--- src/rtl/cmd_seq_pkg.sv ---
// ---------------------------------------------------------------------------
// cmd_seq_pkg
// Shared types and constants for the KnightsTour host-side command sequencer.
//   state_t      : sequencer FSM states (also exported on the debug port)
//   ACK_BYTE     : positive acknowledge byte returned by remoteComm
//   ERR_*        : err_code encodings
//   CMD_*        : KnightsTour command opcodes (full word or upper nibble)
// ---------------------------------------------------------------------------
package cmd_seq_pkg;

   typedef enum logic [2:0] {
      IDLE      = 3'd0,
      ISSUE     = 3'd1,
      WAIT_SENT = 3'd2,
      WAIT_RESP = 3'd3,
      DONE      = 3'd4,
      ERR       = 3'd5
   } state_t;

   localparam logic [7:0]  ACK_BYTE    = 8'hA5;

   localparam logic [1:0]  ERR_NONE    = 2'b00;
   localparam logic [1:0]  ERR_TIMEOUT = 2'b01;
   localparam logic [1:0]  ERR_BADRESP = 2'b10;

   localparam logic [15:0] CMD_CAL     = 16'h2000;
   localparam logic [3:0]  CMD_MOVE    = 4'h4;
   localparam logic [3:0]  CMD_TOUR    = 4'h6;

   // Saturating 8-bit increment used for the pass counter.
   function automatic logic [7:0] sat_inc8(input logic [7:0] v);
      return (v == 8'hFF) ? v : v + 8'd1;
   endfunction

endpackage

--- src/rtl/cmd_fifo.sv ---
// ---------------------------------------------------------------------------
// cmd_fifo
// Synchronous first-word-fall-through FIFO holding queued 16-bit commands.
//   clk, rst_n   : clock, asynchronous active-low reset
//   i_flush      : discard all entries (wins over push/pop)
//   i_push       : write i_wr_data when not full (dropped when full, even if
//                  a pop happens in the same cycle)
//   i_pop        : discard the head entry when not empty
//   i_wr_data    : data to enqueue
//   o_rd_data    : current head entry (valid when !o_empty)
//   o_full       : DEPTH entries held
//   o_empty      : no entries held
// ---------------------------------------------------------------------------
module cmd_fifo #(
   parameter int DEPTH = 8,
   parameter int WIDTH = 16
) (
   input  logic             clk,
   input  logic             rst_n,
   input  logic             i_flush,
   input  logic             i_push,
   input  logic             i_pop,
   input  logic [WIDTH-1:0] i_wr_data,
   output logic [WIDTH-1:0] o_rd_data,
   output logic             o_full,
   output logic             o_empty
);

   localparam int          AW       = $clog2(DEPTH);
   localparam logic [AW:0] FULL_CNT = (AW + 1)'(DEPTH);

   logic [WIDTH-1:0] r_mem [DEPTH];
   logic [AW-1:0]    r_wr_ptr;
   logic [AW-1:0]    r_rd_ptr;
   logic [AW:0]      r_count;
   logic             w_do_push;
   logic             w_do_pop;

   assign o_full    = (r_count == FULL_CNT);
   assign o_empty   = (r_count == '0);
   assign o_rd_data = r_mem[r_rd_ptr];

   assign w_do_push = i_push && !o_full  && !i_flush;
   assign w_do_pop  = i_pop  && !o_empty && !i_flush;

   always_ff @(posedge clk) begin
      if (w_do_push) r_mem[r_wr_ptr] <= i_wr_data;
   end

   // Pointers wrap naturally because DEPTH is a power of two.
   always_ff @(posedge clk or negedge rst_n) begin
      if (!rst_n) begin
         r_wr_ptr <= '0;
         r_rd_ptr <= '0;
         r_count  <= '0;
      end else if (i_flush) begin
         r_wr_ptr <= '0;
         r_rd_ptr <= '0;
         r_count  <= '0;
      end else begin
         if (w_do_push) r_wr_ptr <= r_wr_ptr + 1'b1;
         if (w_do_pop)  r_rd_ptr <= r_rd_ptr + 1'b1;
         case ({w_do_push, w_do_pop})
            2'b10:   r_count <= r_count + 1'b1;
            2'b01:   r_count <= r_count - 1'b1;
            default: r_count <= r_count;
         endcase
      end
   end

endmodule

--- src/rtl/cmd_sequencer.sv ---
// ---------------------------------------------------------------------------
// cmd_sequencer
// Host-side KnightsTour command scheduler. Queues 16-bit commands and issues
// them one at a time to remoteComm; each must be sent and acknowledged with
// 0xA5 before the next goes out.
//
// Handshake: send_cmd is a one-cycle request with cmd valid in that cycle and
// held until the next request. cmd_sent is a level meaning both bytes left.
// A response is taken only on a rising edge of resp_rdy (previous value
// registered); a level left high from an earlier response is never counted.
//
// Build option: define CMD_SEQ_TIMEOUT_EN to build the per-command timeout
// (err_code 01 after TIMEOUT_CYC cycles from ISSUE). Without it the wait
// states block indefinitely and TIMEOUT_CYC is unused.
//
// Ports:
//   clk, rst_n          : clock, asynchronous active-low reset
//   cmd_in, push        : enqueue a command (dropped when full or in ERR)
//   start               : begin draining the queue (honoured in IDLE only)
//   abort               : go IDLE, flush queue, clear error (top priority)
//   full, empty         : queue status
//   cmd, send_cmd       : command and one-cycle request to remoteComm
//   cmd_sent, resp_rdy,
//   resp                : remoteComm status and response byte
//   busy, done          : sequencing in progress / one-cycle completion pulse
//   err, err_code,
//   bad_resp            : sticky error, its cause, offending response byte
//   pass_cnt            : acked commands since start (saturating)
//   dbg_state           : current FSM state
// ---------------------------------------------------------------------------
module cmd_sequencer
   import cmd_seq_pkg::*;
#(
   parameter int DEPTH       = 8,
   parameter int TIMEOUT_CYC = 80_000_000
) (
   input  logic        clk,
   input  logic        rst_n,
   input  logic [15:0] cmd_in,
   input  logic        push,
   input  logic        start,
   input  logic        abort,
   output logic        full,
   output logic        empty,
   output logic [15:0] cmd,
   output logic        send_cmd,
   input  logic        cmd_sent,
   input  logic        resp_rdy,
   input  logic [7:0]  resp,
   output logic        busy,
   output logic        done,
   output logic        err,
   output logic [1:0]  err_code,
   output logic [7:0]  bad_resp,
   output logic [7:0]  pass_cnt,
   output state_t      dbg_state
);

   state_t      r_state;
   logic [15:0] r_cmd;
   logic        r_send_cmd;
   logic        r_busy;
   logic        r_done;
   logic        r_err;
   logic [1:0]  r_err_code;
   logic [7:0]  r_bad_resp;
   logic [7:0]  r_pass_cnt;
   logic        r_resp_rdy_q;

   logic [15:0] w_head;
   logic        w_full;
   logic        w_empty;
   logic        w_push;
   logic        w_pop;
   logic        w_resp_rise;
   logic        w_tmo_hit;

   // Queue is frozen in ERR so the unsent commands remain for inspection.
   assign w_push = push && (r_state != ERR);
   assign w_pop  = (r_state == ISSUE);

   cmd_fifo #(
      .DEPTH (DEPTH),
      .WIDTH (16)
   ) u_fifo (
      .clk       (clk),
      .rst_n     (rst_n),
      .i_flush   (abort),
      .i_push    (w_push),
      .i_pop     (w_pop),
      .i_wr_data (cmd_in),
      .o_rd_data (w_head),
      .o_full    (w_full),
      .o_empty   (w_empty)
   );

   always_ff @(posedge clk or negedge rst_n) begin
      if (!rst_n) r_resp_rdy_q <= 1'b0;
      else        r_resp_rdy_q <= resp_rdy;
   end

   assign w_resp_rise = resp_rdy && !r_resp_rdy_q;

`ifdef CMD_SEQ_TIMEOUT_EN
   localparam int          TW       = $clog2(TIMEOUT_CYC + 1);
   localparam logic [TW-1:0] TMO_LAST = TW'(TIMEOUT_CYC - 1);

   logic [TW-1:0] r_tmo_cnt;

   // Holds the number of cycles elapsed since the ISSUE cycle: ISSUE loads 1
   // so the first wait cycle reads 1, and the limit is hit in the cycle that
   // reads TIMEOUT_CYC-1, putting ERR exactly TIMEOUT_CYC cycles after ISSUE.
   always_ff @(posedge clk or negedge rst_n) begin
      if (!rst_n) begin
         r_tmo_cnt <= '0;
      end else if (r_state == ISSUE) begin
         r_tmo_cnt <= TW'(1);
      end else if ((r_state == WAIT_SENT) || (r_state == WAIT_RESP)) begin
         r_tmo_cnt <= r_tmo_cnt + 1'b1;
      end else begin
         r_tmo_cnt <= '0;
      end
   end

   assign w_tmo_hit = (r_tmo_cnt == TMO_LAST);
`else
   logic w_unused_tmo_cfg;
   assign w_unused_tmo_cfg = (TIMEOUT_CYC > 0);
   assign w_tmo_hit        = 1'b0;
`endif

   always_ff @(posedge clk or negedge rst_n) begin
      if (!rst_n) begin
         r_state    <= IDLE;
         r_cmd      <= '0;
         r_send_cmd <= 1'b0;
         r_busy     <= 1'b0;
         r_done     <= 1'b0;
         r_err      <= 1'b0;
         r_err_code <= ERR_NONE;
         r_bad_resp <= '0;
         r_pass_cnt <= '0;
      end else if (abort) begin
         // pass_cnt is deliberately left alone so the host can read progress.
         r_state    <= IDLE;
         r_send_cmd <= 1'b0;
         r_busy     <= 1'b0;
         r_done     <= 1'b0;
         r_err      <= 1'b0;
         r_err_code <= ERR_NONE;
         r_bad_resp <= '0;
      end else begin
         r_send_cmd <= 1'b0;
         r_done     <= 1'b0;
         case (r_state)
            IDLE: begin
               if (start && !w_empty) begin
                  r_state    <= ISSUE;
                  r_cmd      <= w_head;
                  r_send_cmd <= 1'b1;
                  r_busy     <= 1'b1;
                  r_pass_cnt <= '0;
               end
            end
            ISSUE: begin
               r_state <= WAIT_SENT;
            end
            WAIT_SENT: begin
               if (w_tmo_hit) begin
                  r_state    <= ERR;
                  r_busy     <= 1'b0;
                  r_err      <= 1'b1;
                  r_err_code <= ERR_TIMEOUT;
               end else if (cmd_sent) begin
                  r_state <= WAIT_RESP;
               end
            end
            WAIT_RESP: begin
               // An ack arriving in the limit cycle takes precedence.
               if (w_resp_rise) begin
                  if (resp == ACK_BYTE) begin
                     r_pass_cnt <= sat_inc8(r_pass_cnt);
                     if (!w_empty) begin
                        r_state    <= ISSUE;
                        r_cmd      <= w_head;
                        r_send_cmd <= 1'b1;
                     end else begin
                        r_state <= DONE;
                        r_done  <= 1'b1;
                     end
                  end else begin
                     r_state    <= ERR;
                     r_busy     <= 1'b0;
                     r_err      <= 1'b1;
                     r_err_code <= ERR_BADRESP;
                     r_bad_resp <= resp;
                  end
               end else if (w_tmo_hit) begin
                  r_state    <= ERR;
                  r_busy     <= 1'b0;
                  r_err      <= 1'b1;
                  r_err_code <= ERR_TIMEOUT;
               end
            end
            DONE: begin
               r_state <= IDLE;
               r_busy  <= 1'b0;
            end
            ERR: begin
               r_state <= ERR;
            end
            default: begin
               r_state <= IDLE;
               r_busy  <= 1'b0;
            end
         endcase
      end
   end

   assign full      = w_full;
   assign empty     = w_empty;
   assign cmd       = r_cmd;
   assign send_cmd  = r_send_cmd;
   assign busy      = r_busy;
   assign done      = r_done;
   assign err       = r_err;
   assign err_code  = r_err_code;
   assign bad_resp  = r_bad_resp;
   assign pass_cnt  = r_pass_cnt;
   assign dbg_state = r_state;

endmodule

--- config.mk ---
export PLATFORM = sky130hd
export DESIGN_NAME = cmd_sequencer
export DESIGN_NICKNAME = d
export VERILOG_FILES = /design/src/rtl/cmd_seq_pkg.sv /design/src/rtl/cmd_fifo.sv /design/src/rtl/cmd_sequencer.sv
export SDC_FILE = /design/constraint.sdc
export NUM_CORES = 1
export LEC_CHECK = 0
export ABC_AREA = 0
export CAP_MARGIN = 20
export CORE_MARGIN = 5
export CORE_UTILIZATION = 25
export DETAILED_ROUTE_END_ITERATION = 12
export GPL_TIMING_DRIVEN = 0
export SETUP_SLACK_MARGIN = 0.05
export SLEW_MARGIN = 20
export SYNTH_ARGS = -nofsm -noshare
export SYNTH_HDL_FRONTEND = slang
export SYNTH_SLANG_ARGS = --single-unit
--- constraint.sdc ---
create_clock -name clk -period 3.5 [get_ports clk]
set_input_delay 0.525 -clock clk [delete_from_list [all_inputs] [get_ports clk]]
set_output_delay 0.525 -clock clk [all_outputs]
set_load 0.02 [all_outputs]
# Word-level counts from Yosys, hierarchy flattened
# Memory sizes are Yosys's and may differ from the RTL's.
# Index checks and enable logic that the tools add are counted.
[totals]
elab_cells = 119
reg_bits = 52
inputBits = 31
ramBits = 128
out_inout_bits = 43
mem_count = 1
[memory_table]
columns = ["memory", "depth", "word_bits", "rd", "rd_clocked_by_memory_dff", "write_ports", "line_no", "source"]
rows = [
  ["u_fifo.r_mem", 8, 16, 1, 0, 1, "cmd_fifo.sv:32", "logic [WIDTH-1:0] r_mem [DEPTH];"],
]
[classes]
bitwise_logic = 1
addsub = 5
mux = 53
reduce_logical = 25
eq_ne = 21
[ops]
columns = ["op", "n"]
rows = [
  ["2-to-1 mux 16 bit", 4],
  ["2-to-1 mux 8 bit", 8],
  ["one-hot mux 16 bit (2 select lines)", 1],
  ["2-to-1 mux 3 bit", 10],
  ["2-to-1 mux 1 bit", 20],
  ["== test 8 bit, second input constant", 2],
  ["one-hot mux 8 bit (2 select lines)", 1],
  ["!= test 3 bit, second input constant", 5],
  ["one-hot mux 3 bit (5 select lines)", 1],
  ["!= test 2 bit, second input constant", 6],
  ["AND reduction 6 bit", 2],
  ["nonzero test 2 bit", 5],
  ["adder 8 x 1 -> 8 bit, second input constant", 1],
  ["2-to-1 mux 2 bit", 4],
  ["one-hot mux 4 bit (2 select lines)", 1],
  ["logical AND 1 bit", 7],
  ["adder 3 x 1 -> 3 bit, second input constant", 2],
  ["== test 3 x 2 -> 1 bit, second input constant", 2],
  ["AND reduction 3 bit", 2],
  ["adder 4 x 1 -> 4 bit, second input constant", 1],
  ["== test 4 bit, second input constant", 1],
  ["zero test 1 bit", 4],
  ["zero test 4 bit", 1],
  ["2-to-1 mux 4 bit", 1],
  ["13 further kinds", 13],
]

# Longest topological paths before layout
# Gate-level depths: netlist (run 1).
[logic_depth]
ltp_word = 7
ltp_mapped = 9
ltp_nobuf = 8

# By module
# Synthesis (run 1) repeated with hierarchy kept, for this count alone.
[hier_totals]
hier_cells = 421
hier_area_um2 = 7449.6
[by_module_without_submodules]
columns = ["mod", "cells_per_inst", "area_per_inst_um2", "instances", "seq_area_each_um2"]
rows = [
  ["cmd_fifo", 264, 5491.5, 1, 4093.9],
  ["cmd_sequencer", 157, 1958.1, 1, 1001.0],
]

# Worst setup path before layout (run 1)
# No wires, ideal clock.
[synth_timing]
path_kind = "register to register"
from = "register r_state[1] (netlist: dbg_state[1])"
to = "memory u_fifo.r_mem[0][0] (enable)"
setup_time_ns = 0.409
synth_period_minus_slack_ns = 3.199
required_ns = 3.091
path_stages_with_launch = 6
path_slack_ns = 0.301
arrival_time_ns = 2.790
cell_sequence = "dfrtp_1 > buf_4 > and2b_2 > a211o_1 > or3_1 > nor3_1"
[synth_between]
elab_chain_cells = 6
[synth_rtl]
columns = ["item", "line_no", "source"]
rows = [
  ["start, declared", "cmd_sequencer.sv:59", "state_t r_state;"],
  ["start signal, assigned", "cmd_sequencer.sv:134", "r_state <= IDLE;"],
  ["start signal, assigned", "cmd_sequencer.sv:145", "r_state <= IDLE;"],
  ["start signal, assigned", "cmd_sequencer.sv:158", "r_state <= ISSUE;"],
  ["!= test 3 bit", "cmd_sequencer.sv:79", "assign w_push = push && (r_state != ERR);"],
  ["logical AND 1 bit", "cmd_sequencer.sv:79", ""],
  ["logical AND 1 bit (2 in series)", "cmd_fifo.sv:43", "assign w_do_push = i_push && !o_full && !i_flush;"],
  ["2-to-1 mux 1 bit", "cmd_fifo.sv:47", "if (w_do_push) r_mem[r_wr_ptr] <= i_wr_data;"],
  ["2-to-1 mux 1 bit (implied by the code)", "cmd_fifo.sv:47", ""],
  ["end, declared", "cmd_fifo.sv:32", ""],
]
# Every way passes these cells.

# Worst setup path in the final report (run 1)
[layout_timing]
from = "register r_state[1] (netlist: dbg_state[1])"
to = "memory u_fifo.r_mem[4][11] (enable)"
# Same word-level chain as after synthesis.

==> results of run 1 <==
## through the flow
stage	setup TNS (ps)	instance area, sq um
2_1_floorplan	0	7360
4_1_cts	0	9280
6_report	0	9280
3_3_place_gp	-50330	8560
5_1_grt	0	9280
3_5_place_dp	0	8710
## area by class of cell
cell class | count | share of cell area
Timing Repair Buffer | 83 | 0.0923
Sequential cell | 178 | 0.549
Tap cell | 384 | 0.0518
Clock buffer | 17 | 0.0458
Multi-Input combinational cell | 238 | 0.230
Inverter | 9 | 0.00418
Buffer | 22 | 0.0127
Clock inverter | 15 | 0.0142
## report_power, final
part | internal (mW) | leakage, nW | total (mW) | switching, mW
registers | 2.43 | 1.82 | 2.55 | 0.121
clock network | 0.989 | 0.277 | 1.83 | 0.839
logic | 0.613 | 1.09 | 1.33 | 0.716
## registers in the layout, indices dropped and copies added, names as in the netlist
name	count
pass_cnt	8
send_cmd	1
dbg_state	3
bad_resp	8
u_fifo.r_wr_ptr	3
err_code	1
u_fifo.r_rd_ptr	3
busy	1
done	1
u_fifo.r_mem	128
r_resp_rdy_q	1
u_fifo.r_count	4
cmd	16
## worst paths after layout
kind,start,to,slack (ps),cells after the start
min,rst_n,dbg_state[2],430,2
max reg2reg,dbg_state[1],u_fifo.r_mem[4][11],570,6
min reg2reg,bad_resp[4],bad_resp[4],470,2
max in group asynchronous,rst_n,cmd[6],2610,3
max,dbg_state[1],u_fifo.r_mem[4][11],570,6
min in group clk,bad_resp[4],bad_resp[4],470,2
## critical path: stages (launching register included)
cell and delay [ps]:
sky130_fd_sc_hd__dfrtp_1 410, sky130_fd_sc_hd__buf_4 200, sky130_fd_sc_hd__and2b_2 260, sky130_fd_sc_hd__a211o_1 400, sky130_fd_sc_hd__or3_1 480, sky130_fd_sc_hd__nor2_2 640, sky130_fd_sc_hd__buf_6 240
## cell families (layout without fill, tap and decap cells)
kind of cell,Yosys count,in the layout,synth area share
flops,178,178,0.693
simple gates,118,118,0.0923
mux,54,54,0.129
compound gates,48,48,0.0418
buf+inv,31,146,0.0213
xor+xnor,12,12,0.0143
fa+ha+maj,5,5,0.00850
other cells,1,1,0.000510
## layer usage
layer	track usage	share of wire	vias up
met4	0.0297	0.014	2
met2	0.152	0.45	134
met3	0.0296	0.065	17
li1	-	-	1918
met5	0	0.00071	-
met1	0.151	0.47	2131
## cells in the final DEF (no fill, tap or decap), types with 5 or more instances in the layout
cell,instances
sky130_fd_sc_hd__a21oi_1,8
sky130_fd_sc_hd__nand3_1,5
sky130_fd_sc_hd__buf_4,8
sky130_fd_sc_hd__dfrtp_1,50
sky130_fd_sc_hd__nand2_1,32
sky130_fd_sc_hd__clkdlybuf4s50_1,71
sky130_fd_sc_hd__mux2i_1,20
sky130_fd_sc_hd__inv_1,8
sky130_fd_sc_hd__edfxtp_1,128
sky130_fd_sc_hd__mux4_2,32
sky130_fd_sc_hd__xnor2_1,8
sky130_fd_sc_hd__ha_1,5
sky130_fd_sc_hd__nand3b_1,6
sky130_fd_sc_hd__nor2_2,5
sky130_fd_sc_hd__o21ai_0,25
sky130_fd_sc_hd__nor2_1,25
sky130_fd_sc_hd__clkbuf_1,11
sky130_fd_sc_hd__nand2b_1,8
sky130_fd_sc_hd__buf_6,5
sky130_fd_sc_hd__clkbuf_16,17
==> results.txt, run 1 <==
Setup repair after global routing left no endpoint under its margin. Setup slack on the critical path of the routed design comes to 573 ps. The logs give 2,856 for the total of fill cells in the finished design and 0 for the count of final setup violators.

Clock latency on the worst-skew pair, taken at its later pin, is 430 ps. TritonCTS built the clock tree. The min-delay analysis places its worst path in the category in2async.

The flow ran to the end, and the final reports show no timing, DRC or antenna violations. The worst endpoint required time is 3640 ps. For this block, the initial DRC count from the detailed router was 318.

The logs give 0.255 for the initial core utilization and 0.779 for the final weighted congestion of routability-driven global placement. Summing all multi-input logic gate instances after layout gives 2140 sq um. Along the worst path, the maximum fanout reaches 10.

Yosys mapped a number of flops with a built-in enable equal to 128. The hold-fix buffer count after cts was 1; the number of iterations in the first detailed-routing pass was 5. At the pin with the least slew margin, the transition time is 1040 ps. For the synthesized instance count, the log shows 447.

The tools report the initial antenna violation count as 2. The run gives 49 as the maximum number of pins on one net before global-route repair. Ranked by instance count, the synthesized netlist is headed by 128 x sky130_fd_sc_hd__edfxtp_1, 50 x sky130_fd_sc_hd__dfrtp_1, 32 x sky130_fd_sc_hd__mux4_2, 32 x sky130_fd_sc_hd__nand2_1, 31 x sky130_fd_sc_hd__nor2_1.

The number of antenna-violating nets in the routed design is 0, and the overall die area is 33,000 sq um. The final-stage net count came out at 585. Area growth from synthesis to layout: 26.2%. The biggest area contributor in the post-synthesis netlist is sky130_fd_sc_hd__edfxtp_1.

The routed design could run at a clock period as short as 2930 ps. The number of levels in the clock H-tree was 4. The clock-pin transition on the worst setup and hold timing paths works out to 70 ps.

The synthesized design contains 178 register bits. In this run the post-CTS setup repair buffer count came out at 0. The clock buffer count from CTS is 17, and the share of cells above drive strength 1 is 0.199. The count of final max-slew check failures was 0. For the overflow left after global routing, the log shows 0. The post-cts repair resize count came out at 0.

Counting every sink on the clock net gives 178. The I/O pin count came out at 74. The placement row count is 62. Across the run, the number of max-cap violations was 0. The count of buffers inserted at the top-level ports was 72; the cell area after synthesis was 7360 sq um. The final routed wire length divided by cell count was 17.9 microns; the data arrival at the endpoint of the critical path was 3060 ps. The portion of the post-synthesis area used by sequential elements is 0.693.

The number of placed cells counting well taps was 913. The worst-case IR drop observed on VDD is 318 uV. After floorplanning, the core was sized to cover 28,900 sq um. The setup path with the least slack is of type reg2reg.

The post-synth net total is 483. The final standard cell count with taps included and fillers excluded is 946, and the count of synthesis-stage warnings from yosys is 0. The repair_antennas step left the layout with diodes totalling 0. Number of global-route vias before repair: 4,133. The leading register cell type out of synthesis was sky130_fd_sc_hd__edfxtp_1. For the final wirelength, the log shows 16.9 mm. In this run the mean area of a mapped cell was 16.5 sq um.

The utilization after layout is 0.322. Using the TritonRoute via totals, the vias-per-cell ratio works out to 4.44. The worst relative slew slack was 0.306. By area the synthesized netlist is led by sky130_fd_sc_hd__edfxtp_1 52%, sky130_fd_sc_hd__dfrtp_1 17%, sky130_fd_sc_hd__mux4_2 9.8%. The power density relative to cell area was 615 nW/um^2. The element type at the critical path end is a flip-flop. Kind of start point of the critical path: a flip-flop. Worst-case hold slack: 434 ps. The top achievable clock speed is 0.342 GHz. The first global-routing pass estimated 25.8 mm of wire.

Among all cell types in the netlist, the one instantiated most often is sky130_fd_sc_hd__edfxtp_1. The async set-reset flop share out of synthesis came out at 0.281. The number of different library cells used by synthesis comes to 57.

The clock arrives with 12.3 ps of skew. The cell at the root of the clock tree is sky130_fd_sc_hd__clkbuf_16. The post-route fraction of the period consumed by the critical path is 0.836, and the HPWL after detailed placement is 11.3 mm.

The final hold violation count was 0. Registers take 5090 sq um. The y dimension of the die came out at 182 microns. The share of the synthesized area in the top cell type is 0.522, and the static power due to leakage is 3.18 nW. After detailed routing, the number of remaining DRC violations is 0. The pre-CTS setup slack came out at 329 ps. The completed layout was analyzed and its total power is 5.71 mW. The total routing usage reported by global routing was 0.104; the die width was 182 microns.

The logs give 2 for the largest buffer count on any clock path and 4,202 for the detailed-route via count.
No activity file was read; power rests on OpenSTA's default activity.
==> run 2, diff against run 1 <==
==> constraint.sdc (replaced) <==
create_clock -name clk -period 2.93 [get_ports clk]
set_input_delay 0.4395 -clock clk [delete_from_list [all_inputs] [get_ports clk]]
set_output_delay 0.4395 -clock clk [all_outputs]
set_load 0.02 [all_outputs]
==> results.txt, run 2 (synthesis gave the netlist of run 1 again) <==
The total of fill cells in the finished design was 2,839 (-0.60%). The number of global-route vias before repair is 4,297 (+4.0%), and the highest cell delay on the worst timing path is 570 ps (-70 ps). The sum of buffers and inverters on the critical path was 2 (unchanged); the y dimension of the die was 182 microns (unchanged). The most common cell after layout, fill and taps aside is sky130_fd_sc_hd__edfxtp_1.

For the worst clock skew on the final layout, the log shows 7.57 ps (-4.74 ps). The tools report the number of antenna-violating nets in the routed design as 0 (unchanged). The number of placed cells counting well taps came out at 912 (-0.11%). The maximum fanout along the worst path works out to 10 (unchanged). After global routing, the most crowded layer is met2. The clock-pin transition on the worst setup and hold timing paths is 70 ps (about the same), and the detailed-route via count is 4,221 (+0.45%).

The I/O pin count is 74 (unchanged), and the largest buffer count on any clock path is 2 (unchanged). For the HPWL after detailed placement, the log shows 11.5 mm (+1.6%). The maximum resistive drop on vdd is 377 uV (+19%), and the remaining design rule violation count is 0 (unchanged).

The kind of critical path was reg2reg. Setup repair after global routing could not meet its margin everywhere. The share of cells above drive strength 1 was 0.201 (+0.00142); the overall die area was 33,000 sq um (unchanged). The utilization after layout was 0.323 (+0.00143). The power density relative to cell area was 737 nW/um^2 (+20%); the number of iterations in the first detailed-routing pass was 5 (unchanged). u_fifo.r_mem holds more flip-flops than any other register. The initial antenna violation count was 2 (unchanged); the total clock sinks was 178 (unchanged). Reported max-cap violation count: 0 (unchanged). The clock latency at the later pin of the worst-skew pair was 430 ps (about the same). In the layout the commonest cells are 128 x sky130_fd_sc_hd__edfxtp_1, 71 x sky130_fd_sc_hd__clkdlybuf4s50_1, 50 x sky130_fd_sc_hd__dfrtp_1.

The tools report the count of routing violations after the opening detailed-route iteration as 415 (+31%). For the overflow left after global routing, the log shows 0 (unchanged). The final standard cell count with taps included and fillers excluded came out at 947 (+0.11%). The logs give 0 (unchanged) for the final hold violation count and 0 (unchanged) for the count of final setup violators. The maximum number of pins on one net before global-route repair is 28 (-43%), and the top achievable clock speed is 0.348 GHz (+1.8%). The tools report the global-route met2 utilization as 0.155 (+0.00342).

The slowest library cell on the worst path is sky130_fd_sc_hd__nor2_2. The tools report the total routing usage reported by global routing as 0.104 (about the same). The run gives 17 (unchanged) as the clock buffer count from CTS.

The slack of the critical path is 55.6 ps (-518 ps). The number of flip-flops in the largest register works out to 128 (unchanged). Post-route fraction of the period consumed by the critical path: 0.981 (+0.145). Broken down by cell family, the worst path's largest delay share belongs to simple AND/OR/NAND/NOR gates. CTS placed an instance of sky130_fd_sc_hd__clkbuf_16 at the clock tree root.

The logs give 3.17 nW (-0.39%) for the static power due to leakage and 4 (unchanged) for the number of levels in the clock H-tree. The die width was 182 microns (unchanged); the worst endpoint required time was 3070 ps (-570 ps). The count of final max-slew check failures came out at 0 (unchanged). The final weighted congestion of routability-driven global placement is 0.769 (-1.2%), and the pre-CTS setup slack is -95.0 ps (-424 ps). Worst relative slew slack: 0.332 (+0.0255). The tools report the met1 track demand over resource in global routing as 0.146 (-0.00458). Relative to the synthesized area, the layout overhead comes to 26.7%. The worst setup path is captured at a flip-flop. The placement row count came out at 62 (unchanged). The final routed wire length divided by cell count was 18.0 microns (+0.58%); the initial core utilization was 0.255 (unchanged). The worst setup path is launched from a flip-flop. TritonCTS built the clock tree. The first-pass GRT wire length is 26.0 mm (+0.53%). The clock period minus worst slack works out to 2870 ps (-52.4 ps).

The path class of the tightest hold or removal check is reg2reg. The core area is 28,900 sq um (unchanged). The run finished with clean final reports.

The count of buffers inserted at the top-level ports is 72 (unchanged), and the routed via count divided by cell count is 4.46 (+0.35%). The tools report the final wirelength as 17.0 mm (+0.69%). The worst-margin pin slew was 1000 ps (-38.3 ps). The global routing usage on met3 was 0.0344 (+0.00480). Walking the worst path, the cells encountered are buf_4 > and2b_2 > a211o_1 > or3_1 > nor2_2 > buf_8. The final-stage net count is 586 (+0.17%), and the data arrival at the endpoint of the critical path is 3010 ps (-50 ps). The number of diodes added for antenna fixing came out at 0 (unchanged).
-- run 2: cell count changes in the layout (fill, tap and decap cells not counted), sizes merged --
cell      change
clkinv        -3
buf           +1
inv           -2
clkbuf        +2
clkinvlp      +3
-- run 2: worst paths after layout --
kind                         startpoint                   to  slack (ps)  cells after the start
max                        dbg_state[1]  u_fifo.r_mem[2][14]          60                      6
min                         bad_resp[6]          bad_resp[6]         470                      2
max reg2reg                dbg_state[1]  u_fifo.r_mem[2][14]          60                      6
min reg2reg                 bad_resp[6]          bad_resp[6]         470                      2
max in group asynchronous         rst_n               cmd[8]        1970                      3
min in group asynchronous         rst_n         dbg_state[1]         480                      2
-- run 2: power breakdown --
| group | internal (mW) | switching [mW] |
|---|---|---|
| logic | 0.735 | 0.869 |
| registers | 2.90 | 0.147 |
| clock network | 1.21 | 1.01 |
-- run 2: cell type report --
class / count / area (sq um) / share of cell area
Buffer: 22 / 118 / 0.0126
Clock buffer: 19 / 443 / 0.0475
Clock inverter: 13 / 126 / 0.0136
Inverter: 9 / 38.8 / 0.00416
Multi-Input combinational cell: 238 / 2150 / 0.231
Sequential cell: 178 / 5090 / 0.547
Tap cell: 384 / 480 / 0.0515
Timing Repair Buffer: 84 / 868 / 0.0931
-- run 2: worst reg2reg max path: cells and delay by family (launching register included) --
kind	cells	cell delay [ps]
DFF	1	410
AOI/OAI and AO/OA	1	400
and+or+nand+nor	3	1340
buffers and inverters	2	430
-- run 2: timing repair --
| action | 4_1_cts | 5_1_grt |
|---|---|---|
| pin swaps | 0 | 0 |
| gates cloned | 0 | 0 |
| setup endpoints to repair | 1 | 32 |
| setup buffers | 0 | 2 |
| resized for setup | 0 | 1 |
| hold buffers | 1 | 0 |
| hold endpoints to repair | 26 | 0 |
-- run 2: per-layer routing --
metal / vias to the layer above / wire, microns
li1: 1909 / -
met1: 2148 / 7990
met4: 2 / 189
met3: 19 / 1190
met5: - / 13
met2: 143 / 7640
-- run 2: metrics by stage --
step / hold slack (ps) / instance area, sq um / power [mW] / setup TNS [ps]
floorplan: 144 / 7370 / 4.05 / 0
global route: 511 / 9320 / 7.18 / -552
global placement: 461 / 8570 / 4.69 / -102800
CTS: 483 / 9300 / 6.93 / 0
finish: 473 / 9320 / 6.87 / 0
detailed placement: 395 / 8720 / 4.73 / -1980
==> run 3, diff against run 2 <==
--- a/config.mk
+++ b/config.mk
@@ -10,9 +10,10 @@
 export CORE_MARGIN = 5
 export CORE_UTILIZATION = 25
 export DETAILED_ROUTE_END_ITERATION = 12
-export GPL_TIMING_DRIVEN = 0
+export HOLD_SLACK_MARGIN = 0.06
 export SETUP_SLACK_MARGIN = 0.05
 export SLEW_MARGIN = 20
 export SYNTH_ARGS = -nofsm -noshare
 export SYNTH_HDL_FRONTEND = slang
+export SYNTH_HIERARCHICAL = 1
 export SYNTH_SLANG_ARGS = --single-unit
==> results.txt, run 3 <==
The top achievable clock speed is 0.362 GHz (+4.1%). The run gives 17 (unchanged) as the clock buffer count from CTS. For the post-cts repair resize count, the log shows 0 (unchanged). The kind of start point of the critical path is a flip-flop.

Among all cell types in the netlist, the one instantiated most often is sky130_fd_sc_hd__edfxtp_1. The clock latency at the later pin of the worst-skew pair was 430 ps (about the same); the count of buffers inserted at the top-level ports was 72 (unchanged). The worst clock skew on the final layout came out at 13.3 ps (+5.76 ps). STA classifies the critical path endpoint as a primary output. In the synthesized netlist, the cells that appear most often are 128 x sky130_fd_sc_hd__edfxtp_1, 50 x sky130_fd_sc_hd__dfrtp_1, 32 x sky130_fd_sc_hd__mux4_2. The run gives 0 (unchanged) as the number of setup buffers added after CTS. The tools report the hold-fix buffer count after cts as 0 (-1). The final hold violation count is 0 (unchanged). The endpoint identified for the worst register-to-register timing path is u_fifo/r_count[3]. The static power due to leakage was 3.26 nW (+2.8%).

The worst hold path belongs to the class in2async. The maximum resistive drop on vdd was 396 uV (+5.0%); the number of diodes added for antenna fixing was 0 (unchanged). Initial core utilization: 0.252 (-0.00292).

The share of the synthesized area in the top cell type is 0.516 (-0.00649). Die width: 183 microns (+0.59%). The detailed-route via count was 4,194 (-0.64%); the async set-reset flop share out of synthesis was 0.281 (unchanged).

Setup repair after global routing left no endpoint under its margin. The synthesized design spends more area on one cell type than any other, namely sky130_fd_sc_hd__edfxtp_1. The average instance area after synthesis works out to 17.7 sq um (+7.5%). The run gives 7450 sq um (+1.3%) as the cell area after synthesis. The run gives 0.372 (+0.0405) as the worst relative slew slack. The post-synth net total is 458 (-5.2%). Count of final setup violators: 0 (unchanged). The area after detailed placement came out at 8770 sq um (+0.56%). TritonCTS built the clock tree. The count of cell types in the netlist was 62 (+8.8%); the final wirelength was 16.5 mm (-3.0%). In the post-synthesis netlist, the biggest area contributors are sky130_fd_sc_hd__edfxtp_1 52%, sky130_fd_sc_hd__dfrtp_1 17%, sky130_fd_sc_hd__mux4_2 9.7%.

Among all flip-flop cells after synthesis, the most frequent one is sky130_fd_sc_hd__edfxtp_1. The logs give 421 (-5.8%) for the synthesized instance count and 4 (-1) for the number of iterations in the first detailed-routing pass. The number of flip-flops in the largest register is 128 (unchanged). The overflow left after global routing is 0 (unchanged), and the total clock sinks is 178 (unchanged). The logs give 0 (unchanged) for the reported max-cap violation count and 2490 ps (-580 ps) for the worst endpoint required time.

The tools report the final-stage net count as 553 (-5.6%). Kind of critical path: reg2out. The run gives 4 (unchanged) as the number of levels in the clock H-tree. Leaving out fill and tap cells, the most frequent cell in the layout is sky130_fd_sc_hd__edfxtp_1.

The final routed wire length divided by cell count is 18.0 microns (about the same), and the cell area after layout is 9370 sq um (+0.50%). The initial antenna violation count was 0 (-2). The tools report the core area as 29,600 sq um (+2.4%). Final weighted congestion of routability-driven global placement: 0.851 (+11%).

The share of cells above drive strength 1 is 0.268 (+0.0677), and the overall die area is 33,400 sq um (+1.2%). The count of final max-slew check failures was 0 (unchanged); the first-pass GRT wire length was 25.9 mm (about the same). The tools report the count of routing violations after the opening detailed-route iteration as 404 (-2.7%). The clock-pin transition on the worst setup and hold timing paths is 70 ps (about the same).

The number of enable-type register cells in the synthesized netlist was 128 (unchanged). Cell at the root of the clock tree: sky130_fd_sc_hd__clkbuf_16. The run gives 0.684 (-0.00861) as the portion of the post-synthesis area used by sequential elements.

Leaving out fill and tap cells, the most frequent cells in the layout are 128 x sky130_fd_sc_hd__edfxtp_1, 71 x sky130_fd_sc_hd__clkdlybuf4s50_1, 48 x sky130_fd_sc_hd__dfrtp_1. The y dimension of the die is 183 microns (+0.59%). The tools report the reg-to-reg startpoint as u_fifo/r_count[0]. For the total routing usage reported by global routing, the log shows 0.101 (-0.00290).

For the count of synthesis-stage warnings from yosys, the log shows 6 (+6). The flip-flop and latch count after synthesis was 178 (unchanged). The run finished with clean final reports.

Traced cell by cell, the critical path runs through or4b_1 > buf_4 > inv_1 > clkdlybuf4s50_1. Maximum fanout along the worst path: 6 (-4). The post-route fraction of the period consumed by the critical path was 0.942 (-0.0388). The logs give 0 (unchanged) for the remaining design rule violation count and 35 (+25%) for the maximum number of pins on one net before global-route repair. The run gives 0 (unchanged) as the number of antenna-violating nets in the routed design.

Clock period minus worst slack: 2760 ps (-114 ps). Among all stages on the critical path, the largest delay is contributed by sky130_fd_sc_hd__clkdlybuf4s50_1. In this run the worst setup path terminates at full. The worst setup path startpoint was u_fifo/r_count[0].

The I/O pin count is 74 (unchanged), and the worst reg-to-reg setup slack is 230 ps (+170 ps). The HPWL after detailed placement was 10.4 mm (-9.1%); the area growth from synthesis to layout was 25.8%. The worst-margin pin slew was 942 ps (-60.8 ps); the post-layout total power was 6.90 mW (+0.48%).

The highest cell delay on the worst timing path is 600 ps (+30 ps), and the accumulated negative setup slack is 0 ps (unchanged). The largest buffer count on any clock path is 2 (unchanged). The run gives 63 (+1.6%) as the placement row count. The routed via count divided by cell count was 4.56 (+2.4%). The power density relative to cell area was 737 nW/um^2 (about the same); the data arrival at the endpoint of the critical path was 2320 ps (-690 ps). The register with the most flip-flops in the final layout is u_fifo/r_mem. The number of global-route vias before repair was 4,416 (+2.8%). The number of cells on the worst reg-to-reg path works out to 8 (+2).
run 3: logic make-up after synthesis:
logic type | after synthesis | synth area share
AO/OA/AOI/OAI | 57 | 0.0633
XOR/XNOR | 6 | 0.00706
adder cells (fa/ha/maj) | 6 | 0.0111
buffers and inverters | 28 | 0.0183
flip-flops | 178 | 0.684
multiplexers | 68 | 0.155
other | 1 | 0.000503
AND/OR/NAND/NOR | 77 | 0.0608
run 3: how the worst min path moves through the flow:
stage | cells after the start | slack, ps | end
2_1_floorplan | 0 | 140 | bad_resp[0]
3_3_place_gp | 1 | 490 | bad_resp[3]
3_5_place_dp | 1 | 490 | bad_resp[4]
4_1_cts | 1 | 180 | bad_resp[1]
5_1_grt | 1 | 220 | bad_resp[5]
6_report | 1 | 150 | bad_resp[1]
run 3: critical path, delay by kind of cell (launching register included):
| kind | cells | cell delay [ps] |
|---|---|---|
| buffers and inverters | 3 | 860 |
| DFF | 1 | 470 |
| and+or+nand+nor | 1 | 580 |
run 3: area by class of cell:
cell class                 count  area [sq um]
inverter                       8          30.0
clock inverter                14           139
fill                        2862         20200
timing repair buffer          96           921
sequential                   178          5100
multi-input combinational    215          2250
clock buffer                  18           439
tap                          390           488
run 3: through the flow:
| step | hold slack [ps] | std cells | setup slack, ps | utilization |
|---|---|---|---|---|
| floorplan | 144 | 421 | 94.8 | - |
| global placement | 488 | 887 | 192 | 0.297 |
| detailed placement | 492 | 887 | 120 | 0.297 |
| CTS | 182 | 919 | 110 | 0.316 |
| global route | 221 | 919 | 53.2 | 0.317 |
| finish | 154 | 919 | 169 | 0.317 |
run 3: report_power, final:
part / switching [mW] / total (mW) / internal [mW] / leakage [nW]
clock network: 1.05 / 2.20 / 1.15 / 0.286
registers: 0.160 / 3.06 / 2.90 / 1.81
logic: 0.793 / 1.64 / 0.844 / 1.16
total: 2.00 / 6.90 / 4.90 / 3.26
run 3: layer usage:
layer	vias to the layer above	part of all wire	GRT usage
met2	136	0.50	0.170
met4	0	0.011	0.0231
met5	-	0	0
li1	1873	-	-
met3	16	0.058	0.0317
met1	2169	0.43	0.128
